<file path="src/rtl/enha_rate_ctrl.sv">
// enha_rate_ctrl: per-block pixel attenuation with a double-buffered rate table.
// Pixels are tracked by raster position, tagged with a block index, and scaled
// by the rate that was active for their block when they were accepted.
// The result appears two cycles after the pixel is accepted.
module enha_rate_ctrl #(
    parameter int BLK_W = 8,
    parameter int BLK_H = 8,
    parameter int BLK_X = 4,
    parameter int BLK_Y = 4
) (
    input  logic       iODCK,
    input  logic       iRST,
    input  logic       iVS,
    input  logic       iDE,
    input  logic [7:0] iBpixel,
    input  logic       iCfgWe,
    input  logic [3:0] iCfgAddr,
    input  logic [1:0] iCfgRate,
    output logic       oDE,
    output logic [7:0] oBlockData,
    output logic [3:0] oBlkIdx,
    output logic       oFrameDone,
    output logic       oFrameErr
);

    localparam int NBLK = BLK_X * BLK_Y;
    localparam int PXW  = (BLK_W > 1) ? $clog2(BLK_W) : 1;
    localparam int BXW  = (BLK_X > 1) ? $clog2(BLK_X) : 1;
    localparam int PYW  = (BLK_H > 1) ? $clog2(BLK_H) : 1;
    localparam int BYW  = (BLK_Y > 1) ? $clog2(BLK_Y) : 1;

    localparam logic [PXW-1:0] PX_MAX = PXW'(BLK_W - 1);
    localparam logic [BXW-1:0] BX_MAX = BXW'(BLK_X - 1);
    localparam logic [PYW-1:0] PY_MAX = PYW'(BLK_H - 1);
    localparam logic [BYW-1:0] BY_MAX = BYW'(BLK_Y - 1);

    typedef enum logic [1:0] {
        ST_IDLE = 2'd0,
        ST_RUN  = 2'd1,
        ST_DONE = 2'd2
    } state_e;

    // Attenuate p by p/2 and/or p/4; the subtracted amount is clamped so the
    // result can never wrap below zero.
    function automatic logic [7:0] atten_fn(input logic [7:0] p, input logic [1:0] r);
        logic [7:0] half;
        logic [7:0] quarter;
        logic [8:0] sum;
        logic [7:0] sub;
        half    = r[1] ? {1'b0, p[7:1]} : 8'h00;
        quarter = r[0] ? {2'b00, p[7:2]} : 8'h00;
        sum     = {1'b0, half} + {1'b0, quarter};
        sub     = sum[8] ? 8'hFF : sum[7:0];
        if (sub > p) begin
            atten_fn = 8'h00;
        end else begin
            atten_fn = p - sub;
        end
    endfunction

    state_e            state_q, state_d;
    logic [PXW-1:0]    px_q, px_d;
    logic [BXW-1:0]    bx_q, bx_d;
    logic [PYW-1:0]    py_q, py_d;
    logic [BYW-1:0]    by_q, by_d;
    logic [15:0][1:0]  shadow_q, shadow_d;
    logic [15:0][1:0]  active_q, active_d;

    logic              s1_vld_q, s1_vld_d;
    logic [7:0]        s1_pix_q, s1_pix_d;
    logic [1:0]        s1_rate_q, s1_rate_d;
    logic [3:0]        s1_idx_q, s1_idx_d;
    logic              s1_last_q, s1_last_d;

    logic              de_q, de_d;
    logic [7:0]        data_q, data_d;
    logic [3:0]        idx_q, idx_d;
    logic              done_q, done_d;
    logic              err_q, err_d;

    logic              accept_s;
    logic              last_s;
    logic [3:0]        blk_idx_s;

    // Frame FSM, raster position counters and the shadow/active rate tables.
    always_comb begin
        state_d   = state_q;
        px_d      = px_q;
        bx_d      = bx_q;
        py_d      = py_q;
        by_d      = by_q;
        shadow_d  = shadow_q;
        active_d  = active_q;
        accept_s  = (state_q == ST_RUN) && iDE && !iVS;
        last_s    = accept_s && (px_q == PX_MAX) && (bx_q == BX_MAX) &&
                    (py_q == PY_MAX) && (by_q == BY_MAX);
        blk_idx_s = 4'(32'(by_q) * BLK_X + 32'(bx_q));

        case (state_q)
            ST_IDLE: begin
                if (iVS) begin
                    state_d = ST_RUN;
                end else begin
                    state_d = ST_IDLE;
                end
            end
            ST_RUN: begin
                if (iVS) begin
                    state_d = ST_RUN;
                end else if (last_s) begin
                    state_d = ST_DONE;
                end else begin
                    state_d = ST_RUN;
                end
            end
            ST_DONE: begin
                if (iVS) begin
                    state_d = ST_RUN;
                end else begin
                    state_d = ST_IDLE;
                end
            end
            default: begin
                state_d = ST_IDLE;
            end
        endcase

        if (iVS) begin
            px_d = '0;
            bx_d = '0;
            py_d = '0;
            by_d = '0;
        end else if (accept_s) begin
            if (px_q == PX_MAX) begin
                px_d = '0;
                if (bx_q == BX_MAX) begin
                    bx_d = '0;
                    if (py_q == PY_MAX) begin
                        py_d = '0;
                        if (by_q == BY_MAX) begin
                            by_d = '0;
                        end else begin
                            by_d = by_q + 1'b1;
                        end
                    end else begin
                        py_d = py_q + 1'b1;
                    end
                end else begin
                    bx_d = bx_q + 1'b1;
                end
            end else begin
                px_d = px_q + 1'b1;
            end
        end else begin
            px_d = px_q;
        end

        // The commit takes the shadow contents from before this cycle's write.
        if (iVS) begin
            active_d = shadow_q;
        end else begin
            active_d = active_q;
        end

        if (iCfgWe && (32'(iCfgAddr) < NBLK)) begin
            shadow_d[iCfgAddr] = iCfgRate;
        end else begin
            shadow_d = shadow_q;
        end
    end

    // Two-stage datapath: stage 1 captures pixel, rate and index; stage 2 attenuates.
    always_comb begin
        s1_vld_d  = accept_s;
        s1_last_d = last_s;
        if (accept_s) begin
            s1_pix_d  = iBpixel;
            s1_rate_d = active_q[blk_idx_s];
            s1_idx_d  = blk_idx_s;
        end else begin
            s1_pix_d  = s1_pix_q;
            s1_rate_d = s1_rate_q;
            s1_idx_d  = s1_idx_q;
        end

        de_d   = s1_vld_q;
        done_d = s1_vld_q && s1_last_q;
        err_d  = (state_q == ST_RUN) && iVS;
        if (s1_vld_q) begin
            data_d = atten_fn(s1_pix_q, s1_rate_q);
            idx_d  = s1_idx_q;
        end else begin
            data_d = data_q;
            idx_d  = idx_q;
        end
    end

    // All state updates, with synchronous reset dominating every other input.
    always_ff @(posedge iODCK) begin
        if (iRST) begin
            state_q   <= ST_IDLE;
            px_q      <= '0;
            bx_q      <= '0;
            py_q      <= '0;
            by_q      <= '0;
            shadow_q  <= '0;
            active_q  <= '0;
            s1_vld_q  <= 1'b0;
            s1_pix_q  <= 8'h00;
            s1_rate_q <= 2'b00;
            s1_idx_q  <= 4'h0;
            s1_last_q <= 1'b0;
            de_q      <= 1'b0;
            data_q    <= 8'h00;
            idx_q     <= 4'h0;
            done_q    <= 1'b0;
            err_q     <= 1'b0;
        end else begin
            state_q   <= state_d;
            px_q      <= px_d;
            bx_q      <= bx_d;
            py_q      <= py_d;
            by_q      <= by_d;
            shadow_q  <= shadow_d;
            active_q  <= active_d;
            s1_vld_q  <= s1_vld_d;
            s1_pix_q  <= s1_pix_d;
            s1_rate_q <= s1_rate_d;
            s1_idx_q  <= s1_idx_d;
            s1_last_q <= s1_last_d;
            de_q      <= de_d;
            data_q    <= data_d;
            idx_q     <= idx_d;
            done_q    <= done_d;
            err_q     <= err_d;
        end
    end

    assign oDE        = de_q;
    assign oBlockData = data_q;
    assign oBlkIdx    = idx_q;
    assign oFrameDone = done_q;
    assign oFrameErr  = err_q;

endmodule

</file>
<file path="config.mk">
export PLATFORM = sky130hd
export DESIGN_NAME = enha_rate_ctrl
export DESIGN_NICKNAME = d
export VERILOG_FILES = /design/src/rtl/enha_rate_ctrl.sv
export SDC_FILE = /design/constraint.sdc
export NUM_CORES = 1
export LEC_CHECK = 0
export BUFFER_PORTS_ARGS = -buffer_cell sky130_fd_sc_hd__buf_2
export CAP_MARGIN = 20
export CORE_UTILIZATION = 54
export CTS_BUF_LIST = sky130_fd_sc_hd__clkbuf_16
export DETAILED_ROUTE_END_ITERATION = 7
export PLACE_DENSITY = 0.84
export SLEW_MARGIN = 5
export SYNTH_ARGS = -nofsm -noshare
export SYNTH_HDL_FRONTEND = slang
export SYNTH_SLANG_ARGS = --single-unit
</file>
<file path="constraint.sdc">
create_clock -name iODCK -period 2.65 [get_ports iODCK]
set_input_delay 0.1325 -clock iODCK [delete_from_list [all_inputs] [get_ports iODCK]]
set_output_delay 0.1325 -clock iODCK [all_outputs]
set_load 0.01 [all_outputs]
</file>
# [Word level (Yosys, flattened, before mapping)]
# Cells that the tools add are included.
[word_totals] reg_bits=107 wordCells=97
[op_classes] add_sub_neg=7 order_cmp=4 eq_ne=6 mux=17 n_reduce_logical=16
[ops] operator="bitwise mux 32 bit" count=1
[ops] operator="two-way mux 8 bit" count=2
[ops] operator="two-way mux 2 bit" count=6
[ops] operator="< comparator 4 x 5 -> 1 bit (second input constant)" count=2
[ops] operator="logical AND 1 bit" count=9
[ops] operator="adder 7 x 6 -> 8 bit" count=1
[ops] operator="binary-select mux 2 bit (select 4 bit)" count=1
[ops] operator="demux 2 bit (select 4 bit)" count=1
[ops] operator="greater-than comparator 8 bit" count=1
[ops] operator="subtractor 8 bit" count=1
[ops] operator="two-way mux 7 bit" count=1
[ops] operator="adder 3 x 1 -> 3 bit (second input constant)" count=2
[ops] operator="== test 2 bit (second input constant)" count=3
[ops] operator="== test 3 bit (second input constant)" count=2
[ops] operator="two-way mux 3 bit" count=2
[ops] operator="two-way mux 6 bit" count=1
[ops] operator="adder 2 x 1 -> 2 bit (second input constant)" count=2
[ops] operator="adder 4 x 2 -> 4 bit" count=1
[ops] operator=">= comparator 4 x 1 -> 1 bit (second input constant)" count=1
[ops] operator="case mux 2 bit (2 select lines)" count=1
[ops] operator="AND reduction 4 bit" count=1
[ops] operator="OR reduction 2 bit" count=2
[ops] operator="AND reduction 3 bit" count=1
[ops] operator="== test 2 x 1 -> 1 bit (second input constant)" count=1
[ops] operator="4 further kinds" count=4

# [Depth between registers and ports, before layout]
# Gate-level depths: netlist (run 1).
[depth] depth_word=10 depth_mapped=12

# [Worst setup path before layout (run 1)]
# OpenSTA, ideal clock, no wires.
[synth_timing] path_type="register -> register" from="reg s1_pix_q[2]" to="reg data_q[3] (netlist: oBlockData[3])" setup_ns=0.092 arrival_time_ns=2.822 setup_slack_ns=-0.265 path_stages_with_launch=13 cell_sequence="dfxtp_1 > and2_1 > ha_1 > fa_1 > a21oi_1 > o21bai_1 > a2111oi_0 > nor3_1 > ha_1 > o21a_1 > o21a_1 > o211ai_1 > o32ai_1"
[synth_via] elab_chain_len=5 word_cells_on_any_way=7 classes_between="add/sub (2); order compare (1); mux (4)"
[synth_lines] element="start: declaration" line="70" text="logic [7:0] s1_pix_q, s1_pix_d;"
[synth_lines] element="start signal: assignment" line="227" text="s1_pix_q <= s1_pix_d;"
[synth_lines] element="two-way mux 6 bit / two-way mux 7 bit (equally long branches)" line="51, 50"
[synth_lines] element="adder 7 x 6 -> 8 bit" line="52" text="sum = {1'b0, half} + {1'b0, quarter};"
[synth_lines] element="two-way mux 8 bit" line="53" text="sub = sum[8] ? 8'hFF : sum[7:0];"
[synth_lines] element="subtractor 8 bit / greater-than comparator 8 bit (equally long branches)" line="57, 54"
[synth_lines] element="two-way mux 8 bit (*)" line="54" text="if (sub > p) begin"
[synth_lines] element="end signal: assignment" line="232" text="data_q <= data_d;"
[synth_lines] element="end: declaration" line="76" text="logic [7:0] data_q, data_d;"
# Every way passes the cells marked *; elsewhere a longest branch is shown, timed or not.
# A chain may end at the register's enable or synchronous reset.

# [Worst setup path after layout (run 1)]
[layout_timing] from="reg s1_pix_q[2]" to="reg data_q[4] (netlist: oBlockData[4])"
# The elaborated chain is that of the path after synthesis.

==> impl_results.md, run 1 <==
- Run status: complete, but fails checks
- Failing checks: DRC, setup timing
- Share of synthesized area spent on multiplexers: 0.142
- Dominant combinational cell family by area after synthesis: simple AND/OR/NAND/NOR gates
- CTS buffer count: 9
- Count of unique library cells instantiated by Yosys: just under 50
- Number of instances on the worst hold path: 3
- Post-Route Utilization: 0.656
- First-iteration detailed-routing DRC count: around 260
- Area taken by multi-input logic gates: 2760 um2
- Final clock skew: between 0.006 and 0.007 ns
- Rel. slew slack: 0.530
- Transition time at the pin with the least slew margin: 0.704 ns
- Max Fanout on Critical Path: 4
- Minimum setup slack in the final design: -0.310 ns
- CP arrival: roughly 3.2 ns
- Internal: 2.35 mW
- Crit path max-delay family: compound AO/OA/AOI/OAI gates
- FMAX: 338 MHz
- Share of the clock period used by the worst path: 1.12
- Synth Cell Area: between 4000 and 5000 um2
- End point of the worst hold path: s1_pix_q[5]
- Cells along the critical path: and2_4 -> ha_4 -> fa_2 -> a21oi_2 -> o21bai_2 -> a2111oi_4 -> nor3_2 -> ha_1 -> o21a_1 -> o21a_2 -> o211ai_1 -> o32ai_1
- Die Y: a little under 100 um
- CP Capture Type: register
- Finish-stage setup viols: 8
- Clock net sink count: 107
- Number of nets in the layout: 631
- DP HPWL: 7.65 mm
- Number of buffer and inverter instances along the worst setup path: 0
- Synthesized-area fraction occupied by xor and xnor cells: 0.00710
- Non-filler instance count after layout: 703
- Area taken by flip-flops and latches: 2150 um2
- Sequential element share of the synthesized area: 0.434
- Overall die area: between 9000 and 10000 um2
- Synthesized netlist net count: 580
- Final critical path time including I/O delays and setup: 2.96 ns
- Fraction of power spent switching nets: 0.238
- Number of storage elements in the synthesis netlist: 107
- Remaining number of nets flagged by the antenna check after routing: 0
- Number of global-route vias before repair: 4152
- Initial standard-cell utilization of the core: 0.561
- Critical R2R Capture: oBlockData[4]
- Number of cell rows: 34
- Share of the synthesized area in compound gates (AO/OA/AOI/OAI): 0.141
- Number of vias after detailed routing: ~4200
- Global-route wire length before repair: 19.1 mm
- Clock Tree Root: sky130_fd_sc_hd__clkbuf_16
- First-pass DRT Iterations: 7
- Worst Setup Slack post-DPL: -0.321 ns
- Worst setup SP type: register
- Flip-flop cell with the highest count after synthesis: sky130_fd_sc_hd__dfxtp_1
- Crit Reg-Reg Startpoint: s1_pix_q[2]
- Fraction of power consumed by sequential logic: 0.532
- Share of post-route cells with drive strength above 1: 0.198
- Fillcell total: 633
- Simple-gate share of the synthesized area: 0.184
- Flop-to-flop setup slack: -0.31 ns
- Cell at the slowest stage of the critical path: sky130_fd_sc_hd__fa_2
- Die span in x: 97.6 um
- Syn Inst Count: 539
- Total core area: 8810 um2
- Placer congestion estimate: 0.867
- Detailed Route WL: 11.6 mm
- Total net switching power: 0.735 mW
- Part of the power in the clock network: 0.396
- Insertion delay to the later sink of the worst-skew pair: 0.34 ns
- Total congestion overflow after global routing: 0
- Fraction of synthesis flops using an asynchronous set or reset pin: 0
- Count of unresolved DRC violations after routing: 4
- Commonest non-fill, non-tap cells in the layout: 103 x sky130_fd_sc_hd__dfxtp_1, 66 x sky130_fd_sc_hd__nor2_1, 61 x sky130_fd_sc_hd__nand2_1
- Origin of the worst min-delay path: iBpixel[5]
- Max Slew Vio Count: 0
- Highest cell delay on the worst timing path: 0.37 ns
- Growth of design area from synthesis to finish: 17.1%
- Worst Setup Path Type: reg -> reg
- Maximum level of the CTS H-tree: 3
- Syn avg cell area: between 9 and 10 um2
- Most frequent standard cell in the layout excluding fill and tap cells: sky130_fd_sc_hd__dfxtp_1
- Hold violation total from the final report: 0
- Port buffer count: 33
- Num ports: 34
- Adder-cell share of the synthesized area: 0.0588
- WL per Instance: 16.5 um
- TritonCTS clock tree: built
- Gate power share: 0.072
- Max Cap Viol: 0
- Number of antenna violations at the first check in global routing: 0
- Worst IR drop on VDD: 0.000282 V
- Diodes inserted: 0
- Power density of the placed cells: ~530 nW/um2
- R2r worst-path depth: 12
- WP data required: 2.85 ns
- Clock Path Buffers: 2
- Standby leakage power: about 2.4 nW
- Setup repair after global routing missed its margin: yes
- Clock transition at the registers of the reported paths: 0.07 ns
- GR Util All Layers: 0.249
- Min-Delay Path Class: in -> reg
- Cell Count Post-Placement: a little under 700
- Maximum number of pins on one net before global-route repair: 50
- Detail-routed via count per cell: 5.93
- Number of enable-type register cells in the synthesized netlist: 0
- Ys Warns: 0
==> power by group through the flow <==
| stage | logic, mW | clock network [mW] | registers (mW) |
|---|---|---|---|
| CTS | 0.211 | 1.23 | 1.64 |
| detailed placement | 0.207 | 0 | 1.67 |
| global route | 0.240 | 1.29 | 1.64 |
| finish | 0.222 | 1.22 | 1.64 |
| floorplan | 0.137 | 0 | 1.67 |
| global placement | 0.199 | 0 | 1.67 |
==> tightest hold or removal path, stage by stage <==
cell,delay [ns]
sky130_fd_sc_hd__buf_2,0.10
sky130_fd_sc_hd__nand2_1,0.05
sky130_fd_sc_hd__a21oi_1,0.05
==> registers in the layout, summed over array words and instances (netlist names) <==
register	cells
bx_q	2
oBlockData	8
s1_rate_q	2
py_q	3
px_q	3
s1_idx_q	4
oDE	1
active_q	32
oFrameErr	1
s1_last_q	1
by_q	2
shadow_q	32
state_q	2
s1_pix_q	8
oFrameDone	1
de_d	1
oBlkIdx	4
==> per-stage QoR <==
step	hold WS, ns	TNS (ns)	total power, mW	cell area (um2)
2_1_floorplan	0.268	-0.551	1.81	4960
3_3_place_gp	0.376	-1.36	1.87	5350
3_5_place_dp	0.386	-1.98	1.88	5350
4_1_cts	0.0263	-1.81	3.08	5640
5_1_grt	0.0383	-2.73	3.17	5780
6_report	0.0320	-1.93	3.08	5780
==> area by class of cell <==
| class | instances | share of cell area |
|---|---|---|
| clock buffers | 9 | 0.0390 |
| clock inverters | 7 | 0.00715 |
| inverters | 9 | 0.00585 |
| multi-input cells | 394 | 0.477 |
| flip-flops and latches | 107 | 0.372 |
| well taps | 108 | 0.0234 |
| repair buffers | 69 | 0.0760 |
==> cells in the mapped netlist, drive strengths merged, types with 3 or more instances <==
library cell  number  area share
mux2i             52        0.11
nand3              6      0.0071
ha                20       0.051
and4               3      0.0053
or3                7      0.0089
o21ai             25       0.025
nand3b             6      0.0091
nor3b              3      0.0056
o31ai              4      0.0061
clkbuf            13      0.0099
nand2b             8       0.010
xnor2              4      0.0071
nor2              66       0.050
inv                9      0.0068
mux4               8       0.037
dfxtp            107        0.43
o21a               8       0.012
nand2             61       0.046
o211ai             6      0.0091
a21oi             53       0.054
nor3               5      0.0051
buf               16       0.016
a21o               4      0.0061
and2              15       0.019
nor2b              3      0.0038
==> cell families (layout without fill, tap and decap cells) <==
family / after synthesis / count (layout)
AOI/OAI and AO/OA: 117 / 117
xor gates and xnor gates: 4 / 4
adders and majority gates: 22 / 22
buffers and inverters: 38 / 94
DFF: 107 / 107
muxes: 60 / 60
and+or+nand+nor: 191 / 191
==> repair_timing <==
action / in CTS / in global routing
endpoints found under the setup margin: 8 / 8
pin swaps: 7 / 21
resized for setup: 5 / 21
hold buffers: 0 / 0
buffers inserted: 2 / 5
==> routing by layer <==
layer / wire [um] / vias to the layer above / share of wire / global-route usage
met2: 5960 / 132 / 0.51 / 0.444
li1: - / 1998 / - / -
met3: 530 / 30 / 0.046 / 0.0353
met1: 4840 / 2007 / 0.42 / 0.295
met5: 0 / - / 0 / 0
met4: 302 / 0 / 0.026 / 0.117
==> how the worst max path moves through the flow <==
| stage | startpoint | end | slack [ns] | cells after the start |
|---|---|---|---|---|
| final | s1_pix_q[2] | oBlockData[4] | -0.31 | 12 |
| after floorplan | s1_rate_q[0] | oBlockData[6] | -0.12 | 12 |
| after global routing | s1_pix_q[2] | oBlockData[4] | -0.43 | 12 |
| after global placement | s1_rate_q[0] | oBlockData[4] | -0.23 | 12 |
| after CTS | s1_rate_q[0] | oBlockData[3] | -0.28 | 12 |
| after detailed placement | s1_rate_q[0] | oBlockData[7] | -0.32 | 12 |
Note: power is estimated with default switching activity, not from simulation.
==> run 2, diff against run 1 <==
--- a/config.mk
+++ b/config.mk
@@ -10,7 +10,8 @@
 export CORE_UTILIZATION = 54
 export CTS_BUF_LIST = sky130_fd_sc_hd__clkbuf_16
 export DETAILED_ROUTE_END_ITERATION = 7
-export PLACE_DENSITY = 0.84
+export PLACE_DENSITY = 0.87
+export SETUP_SLACK_MARGIN = 0.2
 export SLEW_MARGIN = 5
 export SYNTH_ARGS = -nofsm -noshare
 export SYNTH_HDL_FRONTEND = slang
==> run 2 against run 1 <==
- the flow still finishes with violations (DRC, setup timing)
- clock power is 9.8% higher
- clock skew is 0.0022 ns lower
- die area stayed put
- cell count stayed put
- sequential share of layout area is 0.094 points higher
- total power is 3.8% higher
- wire length is 4.8% lower
- first-iteration DRC count is 1.9% lower
- global-route usage is 0.52 points lower
- largest cell class unchanged
- highest routed layer unchanged
==> impl_results.md, run 2 (synthesized netlist as in run 1, its figures left out) <==
- Failing checks: DRC, setup timing
- Flop-to-flop setup slack: -0.21 ns (+0.10 ns)
- Insertion delay to the later sink of the worst-skew pair: 0.35 ns (about the same)
- Setup repair after global routing missed its margin: yes
- Worst IR drop on VDD: 0.000405 V (+44%)
- Crit Reg-Reg Startpoint: s1_rate_q[0]
- Rel. slew slack: 0.546 (+0.0156)
- Final critical path time including I/O delays and setup: 2.86 ns (-0.103 ns)
- Diodes inserted: 0 (unchanged)
- R2r worst-path depth: 13 (+1)
- Fillcell total: 619 (-2.2%)
- Path length in cells of the critical path: 13 (+1)
- Number of vias after detailed routing: 4092 (-1.8%)
- Number of instances on the worst hold path: 2 (-1)
- Most frequent standard cell in the layout excluding fill and tap cells: sky130_fd_sc_hd__dfxtp_1
- WL per Instance: 15.7 um (-4.8%)
- Count of unresolved DRC violations after routing: 6 (+2)
- DP HPWL: 7.57 mm (-1.1%)
- Transition time at the pin with the least slew margin: 0.681 ns (-0.0234 ns)
- Post-route setup TNS: -1.24 ns (+0.690 ns)
- Largest registers: active_q x32, shadow_q x32
- Share of the clock period used by the worst path: 1.08 (-0.0388)
- Global-route wire length before repair: 18.8 mm (-1.8%)
- Crit path max-delay family: compound AO/OA/AOI/OAI gates
- Number of nets in the layout: 631 (unchanged)
- Minimum setup slack in the final design: -0.208 ns (+0.103 ns)
- Standby leakage power: 2.39 nW (+0.53%)
- First-pass DRT Iterations: 7 (unchanged)
- Critical R2R Capture: oBlockData[4]
- Growth of design area from synthesis to finish: 16.6%
- Total core area: 8810 um2 (unchanged)
- Clock Tree Root: sky130_fd_sc_hd__clkbuf_16
- CP arrival: 3.12 ns (-0.04 ns)
- Max Fanout on Critical Path: 5 (+1)
- Max Slew Vio Count: 0 (unchanged)
- Maximum number of pins on one net before global-route repair: 50 (unchanged)
- GR Util All Layers: 0.244 (-0.00515)
- Hold violation total from the final report: 0 (unchanged)
- Worst Setup Path Type: reg -> reg
- First-iteration detailed-routing DRC count: 258 (-1.9%)
- Initial standard-cell utilization of the core: 0.561 (unchanged)
- Remaining number of nets flagged by the antenna check after routing: 0 (unchanged)
- FMAX: 350 MHz (+3.6%)
- Highest cell delay on the worst timing path: 0.38 ns (about the same)
- TritonCTS clock tree: built
- Post-Route Utilization: 0.654 (-0.00241)
- WP data required: 2.91 ns (+0.06 ns)
- Count of hold-fix buffers inserted at cts: 0 (unchanged)
- CTS buffer count: 9 (unchanged)
- Final clock skew: 0.00442 ns (-0.00225 ns)
- Power density of the placed cells: 556 nW/um2 (+4.2%)
- CP Capture Type: register
- Detailed Route WL: 11.1 mm (-4.8%)
- Port buffer count: 33 (unchanged)
- Cell at the slowest stage of the critical path: sky130_fd_sc_hd__ha_1
- Number of buffer and inverter instances along the worst setup path: 2 (+2)
- Maximum level of the CTS H-tree: 3 (unchanged)
- Area taken by flip-flops and latches: 2140 um2 (-0.12%)
- Detail-routed via count per cell: 5.82 (-1.8%)
- Number of antenna violations at the first check in global routing: 0 (unchanged)
- Die span in x: 97.6 um (unchanged)
- Origin of the worst min-delay path: iVS
- Worst setup SP type: register
- Clock Path Buffers: 2 (unchanged)
- Commonest non-fill, non-tap cells in the layout: 105 x sky130_fd_sc_hd__dfxtp_1, 66 x sky130_fd_sc_hd__nor2_1, 61 x sky130_fd_sc_hd__nand2_1
- Total congestion overflow after global routing: 0 (unchanged)
- Min-Delay Path Class: in -> reg
- End point of the worst hold path: oFrameErr
- Run status: complete, but fails checks
- Most used cell, CP: sky130_fd_sc_hd__buf_4
- Clock transition at the registers of the reported paths: 0.07 ns (about the same)
- Finish-stage setup viols: 8 (unchanged)
- Clock net sink count: 107 (unchanged)
- Die Y: 97.6 um (unchanged)
- Cells along the critical path: and2_4 -> ha_4 -> fa_2 -> a21oi_2 -> o21bai_2 -> buf_4 -> xnor2_1 -> ha_1 -> o211a_1 -> o31a_2 -> o211ai_1 -> buf_4 -> o32ai_2
- Num ports: 34 (unchanged)
- Number of cell rows: 34 (unchanged)
- Max Cap Viol: 0 (unchanged)
- Placer congestion estimate: 0.890 (+2.6%)
- Area taken by multi-input logic gates: 2710 um2 (-1.9%)
- Overall die area: 9530 um2 (unchanged)
- Number of global-route vias before repair: 4074 (-1.9%)
- Share of post-route cells with drive strength above 1: 0.190 (-0.00840)
[run 2: how the worst max path moves through the flow]
stage / startpoint / endpoint / slack, ns
after global placement: s1_rate_q[0] / oBlockData[4] / -0.21
after CTS: s1_rate_q[0] / oBlockData[4] / -0.23
after floorplan: s1_rate_q[0] / oBlockData[6] / -0.12
after detailed placement: s1_rate_q[0] / oBlockData[3] / -0.29
after global routing: s1_rate_q[0] / oBlockData[4] / -0.33
final: s1_rate_q[0] / oBlockData[4] / -0.21
[run 2: layer usage]
layer,vias to the layer above,part of all wire,global-route usage
met5,-,0,0
met4,0,0.018,0.0991
met3,21,0.050,0.0417
met2,115,0.51,0.429
met1,1950,0.42,0.294
li1,2006,-,-
[run 2: final cells by class]
class                   instances  area share
flip-flops and latches        107       0.373
multi-input cells             394       0.470
repair buffers                 69      0.0756
well taps                     108      0.0235
inverters                       9     0.00587
clock inverters                 7      0.0135
clock buffers                   9      0.0391
[run 2: per-stage QoR]
step	setup slack [ns]	cell area [um2]	cells	hold WS (ns)	power, mW
floorplan	-0.121	4960	539	0.268	1.81
global placement	-0.213	5360	682	0.373	1.87
detailed placement	-0.291	5360	682	0.382	1.88
CTS	-0.226	5720	702	0.0235	3.20
global route	-0.334	5760	703	0.0381	3.30
finish	-0.208	5760	703	0.0239	3.20
[run 2: where the power goes]
group | switching (mW) | internal, mW
clock | 0.603 | 0.741
combinational | 0.130 | 0.0866
sequential | 0.0136 | 1.62
total | 0.747 | 2.45
[run 2: what timing repair did]
item	in CTS	in global routing
pin swaps	1	4
endpoints found under the setup margin	8	8
gates resized for setup	6	8
cloned	0	0
setup buffers	4	1
[run 2: worst reg2reg max path, stage by stage, from the launching register on]
cell and delay, ns:
sky130_fd_sc_hd__dfxtp_2 0.34, sky130_fd_sc_hd__and2_4 0.17, sky130_fd_sc_hd__ha_4 0.15, sky130_fd_sc_hd__fa_2 0.35
sky130_fd_sc_hd__a21oi_2 0.15, sky130_fd_sc_hd__o21bai_2 0.09, sky130_fd_sc_hd__buf_4 0.14, sky130_fd_sc_hd__xnor2_1 0.12
sky130_fd_sc_hd__ha_1 0.38, sky130_fd_sc_hd__o211a_1 0.18, sky130_fd_sc_hd__o31a_2 0.18, sky130_fd_sc_hd__o211ai_1 0.11
sky130_fd_sc_hd__buf_4 0.17, sky130_fd_sc_hd__o32ai_2 0.25
